[src/rtl/cpu_pkg.sv]
// Shared CPU-wide constants and types: datapath widths, CSR write-select
// encodings and the write-back buffer state.
package cpu_pkg;

  localparam int XLEN       = 32;
  localparam int REG_ADDR_W = 5;
  localparam int CSR_WEN_W  = 4;

  // One-hot CSR write selects; the bit assignment belongs to the CSR file.
  localparam logic [CSR_WEN_W-1:0] CSR_SEL_NONE   = 4'b0000;
  localparam logic [CSR_WEN_W-1:0] CSR_SEL_MSTATUS = 4'b0001;
  localparam logic [CSR_WEN_W-1:0] CSR_SEL_MTVEC   = 4'b0010;
  localparam logic [CSR_WEN_W-1:0] CSR_SEL_MEPC    = 4'b0100;
  localparam logic [CSR_WEN_W-1:0] CSR_SEL_MCAUSE  = 4'b1000;

  typedef enum logic {
    WB_EMPTY = 1'b0,
    WB_FULL  = 1'b1
  } wb_state_e;

endpackage

[src/rtl/wbu_cnt.sv]
// Free-running retire counter: increments on each retire, wraps modulo 2^W.
module wbu_cnt #(
  parameter int W = 64
) (
  input  logic         clk,
  input  logic         rst,
  input  logic         inc_i,
  output logic [W-1:0] cnt_o
);

  logic [W-1:0] cnt_q, cnt_d;

  always_comb begin
    cnt_d = cnt_q;
    if (inc_i) cnt_d = cnt_q + {{(W-1){1'b0}}, 1'b1};
  end

  always_ff @(posedge clk or posedge rst) begin
    if (rst) cnt_q <= '0;
    else     cnt_q <= cnt_d;
  end

  assign cnt_o = cnt_q;

endmodule

[src/rtl/wbu.sv]
// Write-back unit: single-entry retire buffer; register-file write, CSR write,
// commit port and retire counter all fire on the same commit handshake.
module wbu
  import cpu_pkg::*;
#(
  parameter int XLEN  = cpu_pkg::XLEN,
  parameter int CNT_W = 64
) (
  input  logic                  clk,
  input  logic                  rst,
  input  logic                  valid_last,
  output logic                  ready_last,
  input  logic [XLEN-1:0]       pc,
  input  logic [XLEN-1:0]       inst,
  input  logic                  R_wen,
  input  logic [REG_ADDR_W-1:0] rd,
  input  logic                  mem_ren,
  input  logic [XLEN-1:0]       MEM_Rdata,
  input  logic [XLEN-1:0]       Ex_result,
  input  logic [CSR_WEN_W-1:0]  csr_wen,
  input  logic [XLEN-1:0]       csrs,
  input  logic                  jump_flag,
  output logic                  commit_valid,
  input  logic                  commit_ready,
  output logic [XLEN-1:0]       commit_pc,
  output logic [XLEN-1:0]       commit_inst,
  output logic                  commit_jump,
  output logic                  rf_wen,
  output logic [REG_ADDR_W-1:0] rf_waddr,
  output logic [XLEN-1:0]       rf_wdata,
  output logic [CSR_WEN_W-1:0]  csr_wen_o,
  output logic [XLEN-1:0]       csr_wdata,
  output logic                  hz_valid,
  output logic [REG_ADDR_W-1:0] hz_rd,
  output logic [CNT_W-1:0]      instret
);

  wb_state_e state_q, state_d;
  logic      accept, fire;

  logic [XLEN-1:0]       pc_q, inst_q, wdata_q, csrs_q;
  logic                  r_wen_q, jump_q;
  logic [REG_ADDR_W-1:0] rd_q;
  logic [CSR_WEN_W-1:0]  csr_wen_q;

  always_ff @(posedge clk or posedge rst) begin
    if (rst) state_q <= WB_EMPTY;
    else     state_q <= state_d;
  end

  // A fire with a new instruction waiting keeps the buffer FULL with fresh payload.
  always_comb begin
    state_d    = state_q;
    ready_last = (state_q == WB_EMPTY) || commit_ready;
    accept     = valid_last && ready_last;
    fire       = (state_q == WB_FULL) && commit_ready;
    case (state_q)
      WB_EMPTY: if (accept) state_d = WB_FULL;
      WB_FULL:  if (fire && !valid_last) state_d = WB_EMPTY;
      default:  state_d = WB_EMPTY;
    endcase
  end

  // Payload is intentionally not reset; every strobe below is gated by fire.
  always_ff @(posedge clk) begin
    if (accept) begin
      pc_q      <= pc;
      inst_q    <= inst;
      r_wen_q   <= R_wen;
      rd_q      <= rd;
      jump_q    <= jump_flag;
      csr_wen_q <= csr_wen;
      csrs_q    <= csrs;
      wdata_q   <= mem_ren ? MEM_Rdata : Ex_result;
    end
  end

  assign commit_valid = (state_q == WB_FULL);
  assign commit_pc    = pc_q;
  assign commit_inst  = inst_q;
  assign commit_jump  = jump_q;

  assign rf_wen    = fire && r_wen_q && (rd_q != '0);
  assign rf_waddr  = rd_q;
  assign rf_wdata  = wdata_q;
  assign csr_wen_o = fire ? csr_wen_q : '0;
  assign csr_wdata = csrs_q;

  assign hz_valid = commit_valid && r_wen_q && (rd_q != '0);
  assign hz_rd    = hz_valid ? rd_q : '0;

  wbu_cnt #(.W(CNT_W)) u_instret (
    .clk   (clk),
    .rst   (rst),
    .inc_i (fire),
    .cnt_o (instret)
  );

endmodule

[config.mk]
export PLATFORM = sky130hd
export DESIGN_NAME = wbu
export DESIGN_NICKNAME = d
export VERILOG_FILES = /design/src/rtl/cpu_pkg.sv /design/src/rtl/wbu_cnt.sv /design/src/rtl/wbu.sv
export SDC_FILE = /design/constraint.sdc
export NUM_CORES = 1
export LEC_CHECK = 0
export BUFFER_PORTS_ARGS = -buffer_cell sky130_fd_sc_hd__buf_2
export CORE_UTILIZATION = 35
export DETAILED_ROUTE_END_ITERATION = 10
export HOLD_SLACK_MARGIN = 0.1
export PLACE_DENSITY = 0.66
export SYNTH_ARGS = -nofsm -noshare
export SYNTH_HDL_FRONTEND = slang
export SYNTH_SLANG_ARGS = --single-unit
[constraint.sdc]
create_clock -name clk -period 6.16 [get_ports clk]
set_clock_uncertainty 0.1 [all_clocks]
set_input_delay 0.308 -clock clk [delete_from_list [all_inputs] [get_ports clk]]
set_output_delay 0.308 -clock clk [all_outputs]
set_load 0.1 [all_outputs]
======== Word-level counts from Yosys, hierarchy flattened ========
Index checks and enable logic that the tools add are counted.
storage, ports and cells
  register bits ........................... 204
  output and inout bits ................... 211
  logic and storage cells ................. 28
  bits of input ports ..................... 176
operators by class
  muxes and demuxes ....................... 6
  bitwise gates (word level) .............. 1
  $add $sub $neg .......................... 1
  reduce and logical (&&, ||, !) cells .... 10
operator list
  kind                                           count
  adder 64 x 1 -> 64 bit, second input constant  1
  two-way mux 32 bit                             1
  logical AND 1 bit                              7
  two-way mux 5 bit                              1
  nonzero test 5 bit                             1
  two-way mux 4 bit                              1
  two-way mux 1 bit                              2
  case mux 1 bit (2 select lines)                1
  logical NOT 1 bit                              1
  logical OR 1 bit                               1
  NOT 1 bit                                      1

======== Logic depth before layout (Yosys ltp) ========
  depth in word-level cells ............... 5
  mapped depth ............................ 7
  gate-level depth less buffers ........... 6

======== By module ========
From an unflattened synthesis, not the netlist that was laid out.
second synthesis, totals
  cell total of the unflattened synthesis .. 470
  area, all modules ....................... 7937.6 um2
by module, submodules not included
  module   area an instance (um2)  sequential area each (um2)  cells each  times used
  wbu      4858.4                  4199.0                      197         1
  wbu_cnt  3079.2                  1601.5                      273         1

======== Worst setup path after synthesis ========
OpenSTA, ideal clock, no wires.
  path kind ............................... reg-to-reg
  start point ............................. register state_q (netlist: commit_valid)
  end point ............................... register inst_q[0] (netlist: commit_inst[0]) (enable)
  arrival time ............................ 5.017 ns
  clock period less this slack ............ 5.631 ns
  cell stages (with the launch flop) ...... 3
  buffers on the path ..................... 0
  data required time ...................... 5.546 ns
  setup time .............................. 0.514 ns
  setup slack ............................. 0.529 ns
  cells stage by stage .................... dfrtp_1 > nand2b_1 > and2_1
on the way
  longest elaborated chain between the ends .. 3
ends and longest elaborated chain
  what                    RTL line   RTL
  start, declared         wbu.sv:38  wb_state_e state_q, state_d;
  start signal, assigned  wbu.sv:48  else state_q <= state_d;
  NOT 1 bit               --
  logical OR 1 bit        wbu.sv:54  ready_last = (state_q == WB_EMPTY) || commit_ready;
  net ready_last          wbu.sv:12  output logic ready_last,
  logical AND 1 bit       wbu.sv:55  accept = valid_last && ready_last;
  net accept              wbu.sv:39  logic accept, fire;
  end signal, assigned    wbu.sv:68  inst_q <= inst;
  end, declared           wbu.sv:41  logic [XLEN-1:0] pc_q, inst_q, wdata_q, csrs_q;
The timed path passes the listed nets, and every way through them passes these cells.
A chain may end at the register's enable or synchronous reset.

======== Final worst setup path ========
  start point ............................. register state_q (netlist: commit_valid)
  end point ............................... register u_instret.cnt_q[43] (netlist: u_instret.cnt_o[43])
on the way
  longest elaborated chain between the ends .. 1
ends and longest elaborated chain
  what                  RTL line       RTL
  logical AND 1 bit     wbu.sv:56      fire = (state_q == WB_FULL) && commit_ready;
  end signal, assigned  wbu_cnt.sv:20  else cnt_q <= cnt_d;
  end, declared         wbu_cnt.sv:11  logic [W-1:0] cnt_q, cnt_d;
No other way between the ends.

==> flow_metrics.env <==
export IMPL_status="finished, final reports clean"
export IMPL_cts_tree="yes"
export IMPL_max_slew_worst_pin_slew_ns=0.843
export IMPL_p_total_uw=3670
export IMPL_clk_latency_ns=0.51
export IMPL_cts_buffers=22
export IMPL_reg2reg_from="commit_valid"
export IMPL_hold_class="reg2reg"
export IMPL_ir_drop_mv=0.250
export IMPL_cp_startpoint="commit_valid"
export IMPL_synthArstFlopShare_pct=31.9
export IMPL_netlist_area_leader_share_pct=53.9
export IMPL_cp_arrival_ns=2.91
export IMPL_die_w_um=151
export IMPL_htree_levels=1
export IMPL_synth_distinct_cells=29
export IMPL_ioPinCount=387
export IMPL_finalSetupTns_ns=0
export IMPL_post_cts_buffers=0
export IMPL_drv_cap=0
export IMPL_clk_path_buf_depth=3
export IMPL_finalSetupViolations=0
export IMPL_drtPass1Iterations=4
export IMPL_ys_seq_elements=204
export IMPL_yosysSeqAreaShare_pct=74.9
export IMPL_syn_num_nets=668
export IMPL_pre_cts_slack_ns=3.60
export IMPL_grt_pass1_vias=6839
export IMPL_timing_final_ws_setup_ns=3.54
export IMPL_drive_gt1_share_pct=42.3
export IMPL_p_leak_uw=0.00556
export IMPL_dp_hpwl_mm=16.4
export IMPL_end_kind="flop"
export IMPL_min_from="u_instret.cnt_o[10]"
export IMPL_synth_warnings=0
export IMPL_ff2ff_path_depth=5
export IMPL_multi_input_area_um2=1870
export IMPL_syn2layout_area_growth_pct=60.1
export IMPL_synth_enable_flop_cells=139
export IMPL_relSlewSlack_pct=43.8
export IMPL_final_period_utilization_pct=42.5
export IMPL_clock_root_buffer="clkbuf_16"
export IMPL_drc=0
export IMPL_netlist_instances=491
export IMPL_yosysTopAreaCell="edfxtp_1"
export IMPL_via_per_inst=4.78
export IMPL_antenna_found_initial=2
export IMPL_synth_area_top_cells="edfxtp_1, dfrtp_1, mux2_2"
export IMPL_timing_hold_ws_ns=0.391
export IMPL_final_cell_mix="buf_2, dlygate4sd3_1, edfxtp_1, dfrtp_1, xnor2_1"
export IMPL_wire_per_inst_um=18.9
export IMPL_ys_flop_type="edfxtp_1"
export IMPL_cp_max_fo=16
export IMPL_vias=6527
export IMPL_synth_avg_cell_area_um2=15.8
export IMPL_required_ns=6.46
export IMPL_start_util_pct=35.6
export IMPL_max_freq_mhz=382
export IMPL_core_um2=21800
export IMPL_num_nets_final=1245
export IMPL_die_area_um2=22700
export IMPL_rsz0062_at_grt="no"
export IMPL_clock_sinks=204
export IMPL_n_fill_cell=1715
export IMPL_place_congestion=0.855
export IMPL_drt_iter0_drc=280
export IMPL_cts_clk_slew_worst_paths_ns=0.06
export IMPL_drt_wl_total_mm=25.8
export IMPL_p_per_area_nw_per_um2=296
export IMPL_ant_nets=0
export IMPL_min_period_ns=2.62
export IMPL_crit_type="reg2reg"
export IMPL_rows=54
export IMPL_grt_use_total_pct=21.9
export IMPL_finalHoldViolCount=0
export IMPL_port_buffers=386
export IMPL_grt_pass1_wl_mm=37.3
export IMPL_drv_slew=0
export IMPL_worst_setup_path_start_kind="flop"
export IMPL_final_common_cell="buf_2"
export IMPL_grt_remaining_overflow=0
export IMPL_regArea_um2=5800
export IMPL_min_path_cells=1
export IMPL_die_h_um=151
export IMPL_grt_max_degree=66
export IMPL_synth_area_um2=7740
[metal layers]
metal  part of all wire [%]  wire, um  vias to the layer above  global-route usage [%]
li1                       -         -                     2976                       -
met1                     37      9500                     3177                    24.7
met2                     52     13400                      313                    39.4
met3                    7.7      1980                       61                    5.36
met4                    3.4       887                        0                    8.55
met5                      0         0                        -                       0
[repair_timing]
| action | in CTS | in global routing |
|---|---|---|
| hold buffers | 174 | 0 |
| gates resized for setup | 0 | 0 |
| hold endpoints to repair | 206 | 0 |
[kinds of logic (layout without fill, tap and decap cells)]
family,count (synthesis),after routing,synth area share (%)
flops,204,204,74.9
simple gates,171,171,12.0
xor+xnor,63,63,7.13
mux,33,33,4.80
buf+inv,18,610,0.937
fa+ha+maj,1,1,0.162
compound gates,1,1,0.0646
other cells,0,2,0
[synthesized netlist by cell type, types with 2 or more instances]
master	number
edfxtp_1	139
dfrtp_1	65
xnor2_1	36
mux2_2	33
nand2_1	28
nand3_1	27
xor2_1	27
nand4_1	26
nor2_1	23
nor3_1	18
and3_1	15
nor4_1	11
inv_1	8
and4_1	6
and2_1	5
buf_1	3
buf_2	3
clkbuf_1	3
or3_1	3
nand2b_1	2
or4_1	2
[report_power, final]
group | total [uW] | switching, uW | internal [uW]
logic | 867 | 665 | 202
registers | 1600 | 40.2 | 1560
clock network | 1200 | 545 | 659
total | 3670 | 1250 | 2420
[state kept, by name (all words and copies together) (netlist names)]
| name | flops |
|---|---|
| commit_inst | 32 |
| rf_wdata | 32 |
| csr_wdata | 32 |
| r_wen_q | 1 |
| csr_wen_q | 4 |
| commit_pc | 32 |
| commit_valid | 1 |
| rf_waddr | 5 |
| u_instret.cnt_o | 64 |
| commit_jump | 1 |
[worst paths after layout]
kind | to | slack [ns]
min in group asynchronous | commit_valid | 0.50
hold reg to reg | u_instret.cnt_o[10] | 0.39
max in group asynchronous | u_instret.cnt_o[20] | 4.90
setup / recovery | u_instret.cnt_o[43] | 3.54
hold / removal | u_instret.cnt_o[10] | 0.39
setup reg to reg | u_instret.cnt_o[43] | 3.54
[worst max-delay path: stages, from the launching register on]
cell and delay, ns:
dfrtp_1 0.56, nand2_1 0.20, nor3_1 0.66, nand4_1 0.28, or4_1 0.58, xnor2_1 0.14
[through the flow]
step,instances,area [um2],utilization (%)
floorplan,491,7740,-
global placement,1150,10000,46.0
detailed placement,1150,10000,46.0
CTS,1363,12400,56.9
global route,1365,12400,57.0
finish,1365,12400,57.0
[cell type report]
class / count / share of cell area [%]
antenna: 2 / 0.0404
clock buffer: 28 / 4.62
clock inverter: 11 / 0.525
inverter: 8 / 0.242
multi-input combinational: 269 / 15.1
sequential: 204 / 46.8
tap: 280 / 2.83
timing repair buffer: 563 / 29.8
Power figures use the tool's default switching activity.
